File: src/rtl/hazard_unit_pkg.sv
// hazard_unit_pkg: shared register-number width, hazard FSM states and load-use helper
package hazard_unit_pkg;

    localparam int REG_NUM_W = 5;

    typedef enum logic [1:0] {
        HZ_RUN      = 2'd0,
        HZ_MEM_WAIT = 2'd1,
        HZ_ERROR    = 2'd2
    } hz_state_e;

    // A load in EX feeds a source of the ID instruction; $zero never creates a dependency
    function automatic logic load_use_hit(
        input logic                 is_load,
        input logic [REG_NUM_W-1:0] rd,
        input logic [REG_NUM_W-1:0] rs,
        input logic [REG_NUM_W-1:0] rt,
        input logic                 uses_rt
    );
        return is_load && (rd != '0) && ((rd == rs) || (uses_rt && (rd == rt)));
    endfunction

endpackage

File: src/rtl/hazard_unit_sat_counter.sv
// hazard_unit_sat_counter: counter that sticks at all-ones instead of wrapping
module hazard_unit_sat_counter #(
    parameter int W = 8
) (
    input  logic         clk,
    input  logic         rst,
    input  logic         inc,
    output logic [W-1:0] count
);

    logic [W-1:0] cnt_q, cnt_d;

    // Advance on inc unless already saturated
    always_comb cnt_d = (inc && !(&cnt_q)) ? cnt_q + 1'b1 : cnt_q;

    // Count register, cleared by the active-low asynchronous reset
    always_ff @(posedge clk or negedge rst) begin
        if (!rst) cnt_q <= '0;
        else      cnt_q <= cnt_d;
    end

    assign count = cnt_q;

endmodule

File: src/rtl/hazard_unit.sv
// hazard_unit: pipeline stall/flush controller with data-memory wait FSM, watchdog and counters
module hazard_unit
    import hazard_unit_pkg::*;
#(
    parameter int MEM_TIMEOUT = 64,
    parameter int STALL_CNT_W = 32,
    parameter int FLUSH_CNT_W = 16
) (
    input  logic                   clk,
    input  logic                   rst,
    input  logic [REG_NUM_W-1:0]   ifidRSOut,
    input  logic [REG_NUM_W-1:0]   ifidRTOut,
    input  logic                   ifidUsesRT,
    input  logic [REG_NUM_W-1:0]   idexRDOut,
    input  logic                   idexIsLoad,
    input  logic                   exBranchTaken,
    input  logic                   exmemMemReq,
    input  logic                   dmemAck,
    output logic                   dmemReq,
    output logic                   pcWrEnable,
    output logic                   ifidWrEnable,
    output logic                   idexWrEnable,
    output logic                   exmemWrEnable,
    output logic                   memwbWrEnable,
    output logic                   ifidFlush,
    output logic                   idexBubble,
    output logic                   memTimeout,
    output logic [STALL_CNT_W-1:0] stallCycles,
    output logic [FLUSH_CNT_W-1:0] flushCount
);

    localparam int WAIT_W = $clog2(MEM_TIMEOUT + 1);
    localparam logic [WAIT_W-1:0] WAIT_LAST = WAIT_W'(MEM_TIMEOUT - 1);

    hz_state_e         state_q, state_d;
    logic [WAIT_W-1:0] wait_cnt_q, wait_cnt_d;
    logic              frozen, load_use, flush, stall;

    // Next state and watchdog: waitCnt only runs in MEM_WAIT and clears on any exit; an ack beats the timeout
    always_comb begin
        state_d    = state_q;
        wait_cnt_d = '0;
        if (state_q == HZ_RUN && exmemMemReq && !dmemAck) begin
            state_d = HZ_MEM_WAIT;
        end else if (state_q == HZ_MEM_WAIT) begin
            if (dmemAck)                       state_d = HZ_RUN;
            else if (wait_cnt_q == WAIT_LAST)  state_d = HZ_ERROR;
            else                               wait_cnt_d = wait_cnt_q + 1'b1;
        end
    end

    // FSM and watchdog registers; reset drops straight back to RUN even mid-wait or in ERROR
    always_ff @(posedge clk or negedge rst) begin
        if (!rst) begin
            state_q    <= HZ_RUN;
            wait_cnt_q <= '0;
        end else begin
            state_q    <= state_d;
            wait_cnt_q <= wait_cnt_d;
        end
    end

    // Pipeline control: freeze beats branch flush, which beats load-use (the squashed ID instruction cannot stall)
    always_comb begin
        frozen        = (state_q == HZ_RUN && exmemMemReq && !dmemAck) ||
                        (state_q == HZ_MEM_WAIT && !dmemAck) || (state_q == HZ_ERROR);
        load_use      = load_use_hit(idexIsLoad, idexRDOut, ifidRSOut, ifidRTOut, ifidUsesRT);
        flush         = !frozen && exBranchTaken;
        stall         = !frozen && !exBranchTaken && load_use;
        pcWrEnable    = !frozen && !stall;
        ifidWrEnable  = !frozen && !stall;
        idexWrEnable  = !frozen;
        exmemWrEnable = !frozen;
        memwbWrEnable = !frozen;
        ifidFlush     = flush;
        idexBubble    = flush || stall;
        dmemReq       = (state_q == HZ_RUN) ? exmemMemReq : (state_q == HZ_MEM_WAIT);
        memTimeout    = (state_q == HZ_ERROR);
    end

    hazard_unit_sat_counter #(.W(STALL_CNT_W)) u_stall_cnt (
        .clk   (clk),
        .rst   (rst),
        .inc   (!pcWrEnable),
        .count (stallCycles)
    );

    hazard_unit_sat_counter #(.W(FLUSH_CNT_W)) u_flush_cnt (
        .clk   (clk),
        .rst   (rst),
        .inc   (flush),
        .count (flushCount)
    );

endmodule

File: config.mk
export PLATFORM = sky130hd
export DESIGN_NAME = hazard_unit
export DESIGN_NICKNAME = d
export VERILOG_FILES = /design/src/rtl/hazard_unit_pkg.sv /design/src/rtl/hazard_unit_sat_counter.sv /design/src/rtl/hazard_unit.sv
export SDC_FILE = /design/constraint.sdc
export NUM_CORES = 1
export LEC_CHECK = 0
export ABC_AREA = 1
export BUFFER_PORTS_ARGS = -buffer_cell sky130_fd_sc_hd__buf_2
export CAP_MARGIN = 0
export CORE_AREA = 2 2 99 82
export CTS_CLUSTER_DIAMETER = 60
export DETAILED_ROUTE_END_ITERATION = 7
export DIE_AREA = 0 0 101 84
export GPL_TIMING_DRIVEN = 0
export PLACE_DENSITY = 0.78
export SYNTH_ARGS = -nofsm -noshare
export SYNTH_HDL_FRONTEND = slang
export SYNTH_HIERARCHICAL = 1
export SYNTH_SLANG_ARGS = --single-unit
File: constraint.sdc
create_clock -name clk -period 3.5 [get_ports clk]
set_clock_uncertainty 0.1 [all_clocks]
set_input_delay 0.175 -clock clk [delete_from_list [all_inputs] [get_ports clk]]
set_output_delay 0.175 -clock clk [all_outputs]
set_load 0.02 [all_outputs]
# [Word level (Yosys, flattened, before mapping)]
# Cells that the tools add are included.
[word_totals] register_bits=57 out_inout_bits=57 wordCells=51 mem_count=0 mem_bits_ro=0 latchBits=0 ram_bits=0 input_bits=22
[classes] n_mux=9 n_div=0 add_sub_neg=3 mul=0 n_bitwise=0 eq_ne=5 reduce_logical=30 n_lt_le_gt_ge=0 shift=0
[ops] cell="adder 32 x 1 -> 32 bit (second input constant)" n=1
[ops] cell="AND reduction 32 bit" n=1
[ops] cell="two-way mux 7 bit" n=4
[ops] cell="adder 16 x 1 -> 16 bit (second input constant)" n=1
[ops] cell="AND reduction 16 bit" n=1
[ops] cell="logical AND 1 bit" n=12
[ops] cell="== test 5 bit" n=2
[ops] cell="two-way mux 2 bit" n=4
[ops] cell="adder 7 x 1 -> 7 bit (second input constant)" n=1
[ops] cell="== test 7 x 6 -> 1 bit (second input constant)" n=1
[ops] cell="zero test 1 bit" n=7
[ops] cell="nonzero test 5 bit" n=1
[ops] cell="logical OR 1 bit" n=4
[ops] cell="nonzero test 3 bit" n=1
[ops] cell="== test 2 x 1 -> 1 bit (second input constant)" n=1
[ops] cell="== test 2 bit (second input constant)" n=1
[ops] cell="zero test 2 bit" n=1
[ops] cell="AND reduction 2 bit" n=1
[ops] cell="nonzero test 2 bit" n=1
[ops] cell="two-way mux 1 bit" n=1

# [Depth between registers and ports, before layout]
[depth] depth_word=12 mapped_depth=18 depth_no_buf=18

# [Hierarchy]
# The synthesis kept the hierarchy.
[by_module_without_submodules] module="hazard_unit_sat_counter at u_stall_cnt" cells_per_inst=341 area_each_um2=2143.3 n_inst=1 seq_area_each_um2=800.8
[by_module_without_submodules] module="hazard_unit_sat_counter at u_flush_cnt" cells_per_inst=160 area_each_um2=1089.8 n_inst=1 seq_area_each_um2=400.4
[by_module_without_submodules] module="hazard_unit" cells_per_inst=117 area_each_um2=742.0 n_inst=1 seq_area_each_um2=225.2

# [Least setup slack after synthesis]
# OpenSTA, ideal clock, no wires.
[synth_timing] path_type="register to register" startpoint="register state_q[0]" endpoint="register u_flush_cnt.cnt_q[11], in the netlist u_flush_cnt/count[11]" required_time_ns=3.283 slack_ns=1.372 stages_incl_launch_ff=17 setup_time_ns=0.117 synth_period_minus_slack_ns=2.128 arrival_ns=1.910 path_buffers=0 path_cell_list="dfrtp_1 inv_2 nor2_4 inv_2 nand2_2 nand2_2 nand2_2 inv_2 nand2_1 inv_1 nand2_1 nor2_2 nand2_1 nor2_2 nand3_1 nand2_1 nand2_1"
[synth_via] elab_chain_len=8 elab_cells_between_ends=11 classes_between="2 x eq/ne; 9 x reduce/logical"
[synth_rtl] item="start: declaration" line="hazard_unit.sv:35" source="hz_state_e state_q, state_d;"
[synth_rtl] item="start signal: assignment" line="hazard_unit.sv:58" source="state_q <= state_d;"
[synth_rtl] item="zero test 2 bit" line="hazard_unit.sv:65" source="frozen = (state_q == HZ_RUN && exmemMemReq && !dmemAck) ||"
[synth_rtl] item="logical AND 1 bit (2 in series)" line="hazard_unit.sv:65"
[synth_rtl] item="logical OR 1 bit" line="hazard_unit.sv:65"
[synth_rtl] item="logical OR 1 bit (*)" line="hazard_unit.sv:66" source="(state_q == HZ_MEM_WAIT && !dmemAck) || (state_q == HZ_ERROR);"
[synth_rtl] item="zero test 1 bit (*)"
[synth_rtl] item="named net exmemWrEnable" line="hazard_unit.sv:23" source="output logic exmemWrEnable,"
[synth_rtl] item="logical AND 1 bit (*)" line="hazard_unit.sv:68" source="flush = !frozen && exBranchTaken;"
[synth_rtl] item="named net ifidFlush" line="hazard_unit.sv:25" source="output logic ifidFlush,"
[synth_rtl] item="logical AND 1 bit (*)" line="hazard_unit_sat_counter.sv:14" source="always_comb cnt_d = (inc && !(&cnt_q)) ? cnt_q + 1'b1 : cnt_q;"
[synth_rtl] item="end signal: assignment" line="hazard_unit_sat_counter.sv:19" source="else cnt_q <= cnt_d;"
[synth_rtl] item="end: declaration" line="hazard_unit_sat_counter.sv:11" source="logic [W-1:0] cnt_q, cnt_d;"
# Mark *: on every way through the listed nets, which the timed path passes. The rest lies on a longest branch.
# A chain may end at the register's enable or synchronous reset.

# [Worst setup path after layout]
[layout_timing] startpoint="register state_q[0]" endpoint="register u_stall_cnt.cnt_q[28], in the netlist u_stall_cnt/count[28]"
[layout_via] elab_chain_len=12 elab_cells_between_ends=15 classes_between="2 x eq/ne; 13 x reduce/logical"
[layout_rtl] item="zero test 2 bit" line="hazard_unit.sv:65"
[layout_rtl] item="logical AND 1 bit (2 in series)" line="hazard_unit.sv:65"
[layout_rtl] item="logical OR 1 bit" line="hazard_unit.sv:65"
[layout_rtl] item="logical OR 1 bit (*)" line="hazard_unit.sv:66"
[layout_rtl] item="zero test 1 bit (*)" line="hazard_unit.sv:69, hazard_unit.sv:70"
[layout_rtl] item="logical AND 1 bit (2 in series)" line="hazard_unit.sv:69" source="stall = !frozen && !exBranchTaken && load_use;"
[layout_rtl] item="zero test 1 bit" line="hazard_unit.sv:70" source="pcWrEnable = !frozen && !stall;"
[layout_rtl] item="logical AND 1 bit (*)" line="hazard_unit.sv:70"
[layout_rtl] item="zero test 1 bit (*)" line="hazard_unit.sv:84" source=".inc (!pcWrEnable),"
[layout_rtl] item="logical AND 1 bit (*)" line="hazard_unit_sat_counter.sv:14"
[layout_rtl] item="end signal: assignment" line="hazard_unit_sat_counter.sv:19"
[layout_rtl] item="end: declaration" line="hazard_unit_sat_counter.sv:11"
# Mark *: on every way between the ends. The rest lies on a longest branch, timed or not.

==> flow_metrics.env <==
export IMPL_status="finished clean"
export IMPL_rows=29
export IMPL_finalHoldViolCount=0
export IMPL_drc_errors=0
export IMPL_drive_above_1_share=0.2045
export IMPL_grt_pass1_wl_um=16750
export IMPL_cts_resized_gates=0
export IMPL_detail_route_iter0_violations=162
export IMPL_max_stage_delay_ps=390
export IMPL_p_per_area_mw_per_mm2=297.4
export IMPL_fillers=736
export IMPL_leakage_nw=2.569
export IMPL_dp_cells=789
export IMPL_placed_cell_area_sq_mm=0.004482
export IMPL_syn_inst=618
export IMPL_cts_tree="yes"
export IMPL_finalSetupViolCount=0
export IMPL_dr_pass1_iters=5
export IMPL_worst_pin_slew_ps=700.3
export IMPL_timing_final_max_slew_violations=0
export IMPL_port_buffer_count=78
export IMPL_path_common_cell="nand2_1"
export IMPL_period_needed_ps=2191
export IMPL_ir_drop_mv=0.1902
export IMPL_htree_levels=3
export IMPL_globalRouteOverflowTotal=0
export IMPL_die_x_um=101
export IMPL_vias_per_cell=5.022
export IMPL_synth_top_area_frac=0.3588
export IMPL_synth_top_cell_by_area="dfrtp_1"
export IMPL_yosysSeqAreaShare=0.3588
export IMPL_max_cap_violations=0
export IMPL_clockBufferDepth=2
export IMPL_clock_root_buffer="clkbuf_8"
export IMPL_power_total_mw=1.405
export IMPL_synthToLayoutAreaGrowth_pct=18.89
export IMPL_syn_num_nets=643
export IMPL_grt_setup_unrepaired="false"
export IMPL_design_area_sq_mm=0.004726
export IMPL_criticalPathCategory="flip-flop to flip-flop"
export IMPL_gp_congestion=0.9504
export IMPL_min_path_type="input pin to flip-flop"
export IMPL_cts_buffers=9
export IMPL_post_drt_wl_per_cell_um=11.96
export IMPL_cts_sinks=57
export IMPL_antenna_found_initial=0
export IMPL_wl_um=9653
export IMPL_critPathBufInv=3
export IMPL_startpoint_type="flip-flop"
export IMPL_die_y_um=84
export IMPL_clkPwrFrac=0.496
export IMPL_critical_path_arrival_ps=2330
export IMPL_clock_latency_ps=350
export IMPL_num_antenna_cells=0
export IMPL_synth_seq_cells=57
export IMPL_switchingPower_mw=0.3063
export IMPL_grt_max_degree=58
export IMPL_crit_required_ps=3640
export IMPL_initial_core_util=0.5217
export IMPL_end_kind="flip-flop"
export IMPL_final_cells=807
export IMPL_pwr_share_comb=0.036
export IMPL_first_global_vias=3814
export IMPL_core_area_sq_mm=0.007620
export IMPL_setup_tns_ps=0
export IMPL_ios=79
export IMPL_power_share_switching=0.2180
export IMPL_layout_nets=734
export IMPL_hpwlAfterDp_um=7411
export IMPL_dieArea_sq_mm=0.008484
export IMPL_ys_warn_count=6
export IMPL_synth_distinct_cells=32
export IMPL_crit_chain="inv_2 -> nor2_4 -> inv_2 -> nand2_2 -> nand2_2 -> nand2_2 -> nor2_2 -> nand2_1 -> nand2_1 -> nand2_1 -> nor2_1 -> nand3_1 -> inv_2 -> nand2_1 -> nor2_1 -> nand2_1 -> nand2_1 -> nand2_1"
export IMPL_cp_top_family="simple AND/OR/NAND/NOR gates"
export IMPL_vias=4053
export IMPL_max_freq_ghz=0.4565
export IMPL_seq_power_share=0.469
export IMPL_yosys_top_cells_area="dfrtp_1 36%, nand2_1 27%, nor2_1 7.2%"
export IMPL_slew_headroom=0.5331
export IMPL_final_antenna_net_count=0
export IMPL_worst_path_max_delay_cell="dfrtp_1"
export IMPL_syn_area_per_cell_sq_um=6.432
export IMPL_fin_crit_sh=0.6259
export IMPL_syn_area_sq_mm=0.003975
export IMPL_final_util=0.6202
export IMPL_cts_clk_slew_worst_paths_ps=70
export IMPL_worstPathMaxFanout=4
export IMPL_track_usage=0.2456
export IMPL_p_int_mw=1.099
export IMPL_post_cts_buffers=0
[synthesized netlist by cell type (all sizes together)]
cell / count
a21oi: 2
and2: 2
buf: 9
clkinv: 2
dfrtp: 57
ha: 3
inv: 71
nand2: 300
nand3: 34
nand3b: 10
nand4: 11
nor2: 90
nor3: 2
nor4: 1
o21ai: 4
xnor2: 9
xor2: 11
[area by class of cell]
class | instances | area, sq um | share of cell area
multi-input cells | 479 | 2207 | 0.4670
flip-flops and latches | 57 | 1426 | 0.3018
repair buffers | 80 | 412.9 | 0.08737
inverters | 73 | 274.0 | 0.05798
clock buffers | 12 | 145.1 | 0.03071
well taps | 93 | 116.4 | 0.02462
clock inverters | 4 | 76.32 | 0.01615
plain buffers | 9 | 67.56 | 0.01430
[cells in the final DEF, fill, tap and decap left out, types with 3 or more instances in the layout]
master      n
nor2_4      3
nand3b_1   10
buf_2      80
xnor2_1     9
ha_1        3
clkbuf_8   10
nand3_1    30
xor2_1     11
nand4_1    11
nor2_2     10
nand2_4     3
inv_1      57
inv_2      14
nand2_2     6
nand3_2     3
dfrtp_1    57
nand2_1   290
nor2_1     76
buf_4       5
[state kept, by name, summed over array words and instances, names as in the netlist]
register / count
wait_cnt_q: 7
u_stall_cnt/count: 32
state_q: 2
u_flush_cnt/count: 16
[per-layer routing]
| metal | GRT usage | share of wire | up-vias | wire length [um] |
|---|---|---|---|---|
| met4 | 0.1032 | 0.015 | 0 | 141 |
| met1 | 0.3086 | 0.44 | 1858 | 4225 |
| met5 | 0 | 0 | - | 0 |
| li1 | - | - | 2062 | - |
| met2 | 0.4097 | 0.49 | 118 | 4746 |
| met3 | 0.04858 | 0.056 | 15 | 539 |
[tightest hold or removal path, delay by kind of cell]
family        cells  cell delay, ps
simple gates      3             200
buf+inv           2             150
[logic make-up (layout without fill, tap and decap cells)]
group | count (synthesis) | in the layout | share of synthesized area
AO/OA/AOI/OAI | 6 | 6 | 0.009441
XOR/XNOR | 20 | 20 | 0.04407
adder cells (fa/ha/maj) | 3 | 3 | 0.009444
buffers and inverters | 82 | 178 | 0.08593
flip-flops | 57 | 57 | 0.3588
AND/OR/NAND/NOR | 450 | 450 | 0.4923
[repair_timing]
item	in CTS	in global routing
hold buffers	1	1
endpoints found under the setup margin	0	0
endpoints found under the hold margin	1	57
[worst paths after layout]
| kind | startpoint | endpoint | slack (ps) | cells past startpoint |
|---|---|---|---|---|
| max | state_q[0] | u_stall_cnt/count[28] | 1310 | 18 |
| min | exmemMemReq | state_q[0] | 130 | 5 |
| max reg2reg | state_q[0] | u_stall_cnt/count[28] | 1310 | 18 |
| min reg2reg | wait_cnt_q[0] | wait_cnt_q[0] | 360 | 1 |
| max in group asynchronous | rst | u_stall_cnt/count[10] | 2510 | 2 |
| min in group asynchronous | rst | u_stall_cnt/count[4] | 310 | 2 |
[through the flow]
stage / hold slack (ps) / worst slack (ps)
after floorplan: -220.6 / 1372
after global placement: 302.3 / 1376
after detailed placement: 309.9 / 1321
after CTS: 38.45 / 1291
after global routing: 145.8 / 1056
final: 128.0 / 1309
[power by group through the flow]
| stage | logic [mW] | clock network (mW) | registers, mW |
|---|---|---|---|
| after floorplan | 0.0180 | 0 | 0.671 |
| after global placement | 0.0475 | 0 | 0.671 |
| after detailed placement | 0.0494 | 0 | 0.671 |
| after CTS | 0.0504 | 0.713 | 0.659 |
| after global routing | 0.0598 | 0.740 | 0.658 |
| final | 0.0500 | 0.697 | 0.659 |
Note: power is estimated with default switching activity, not from simulation.
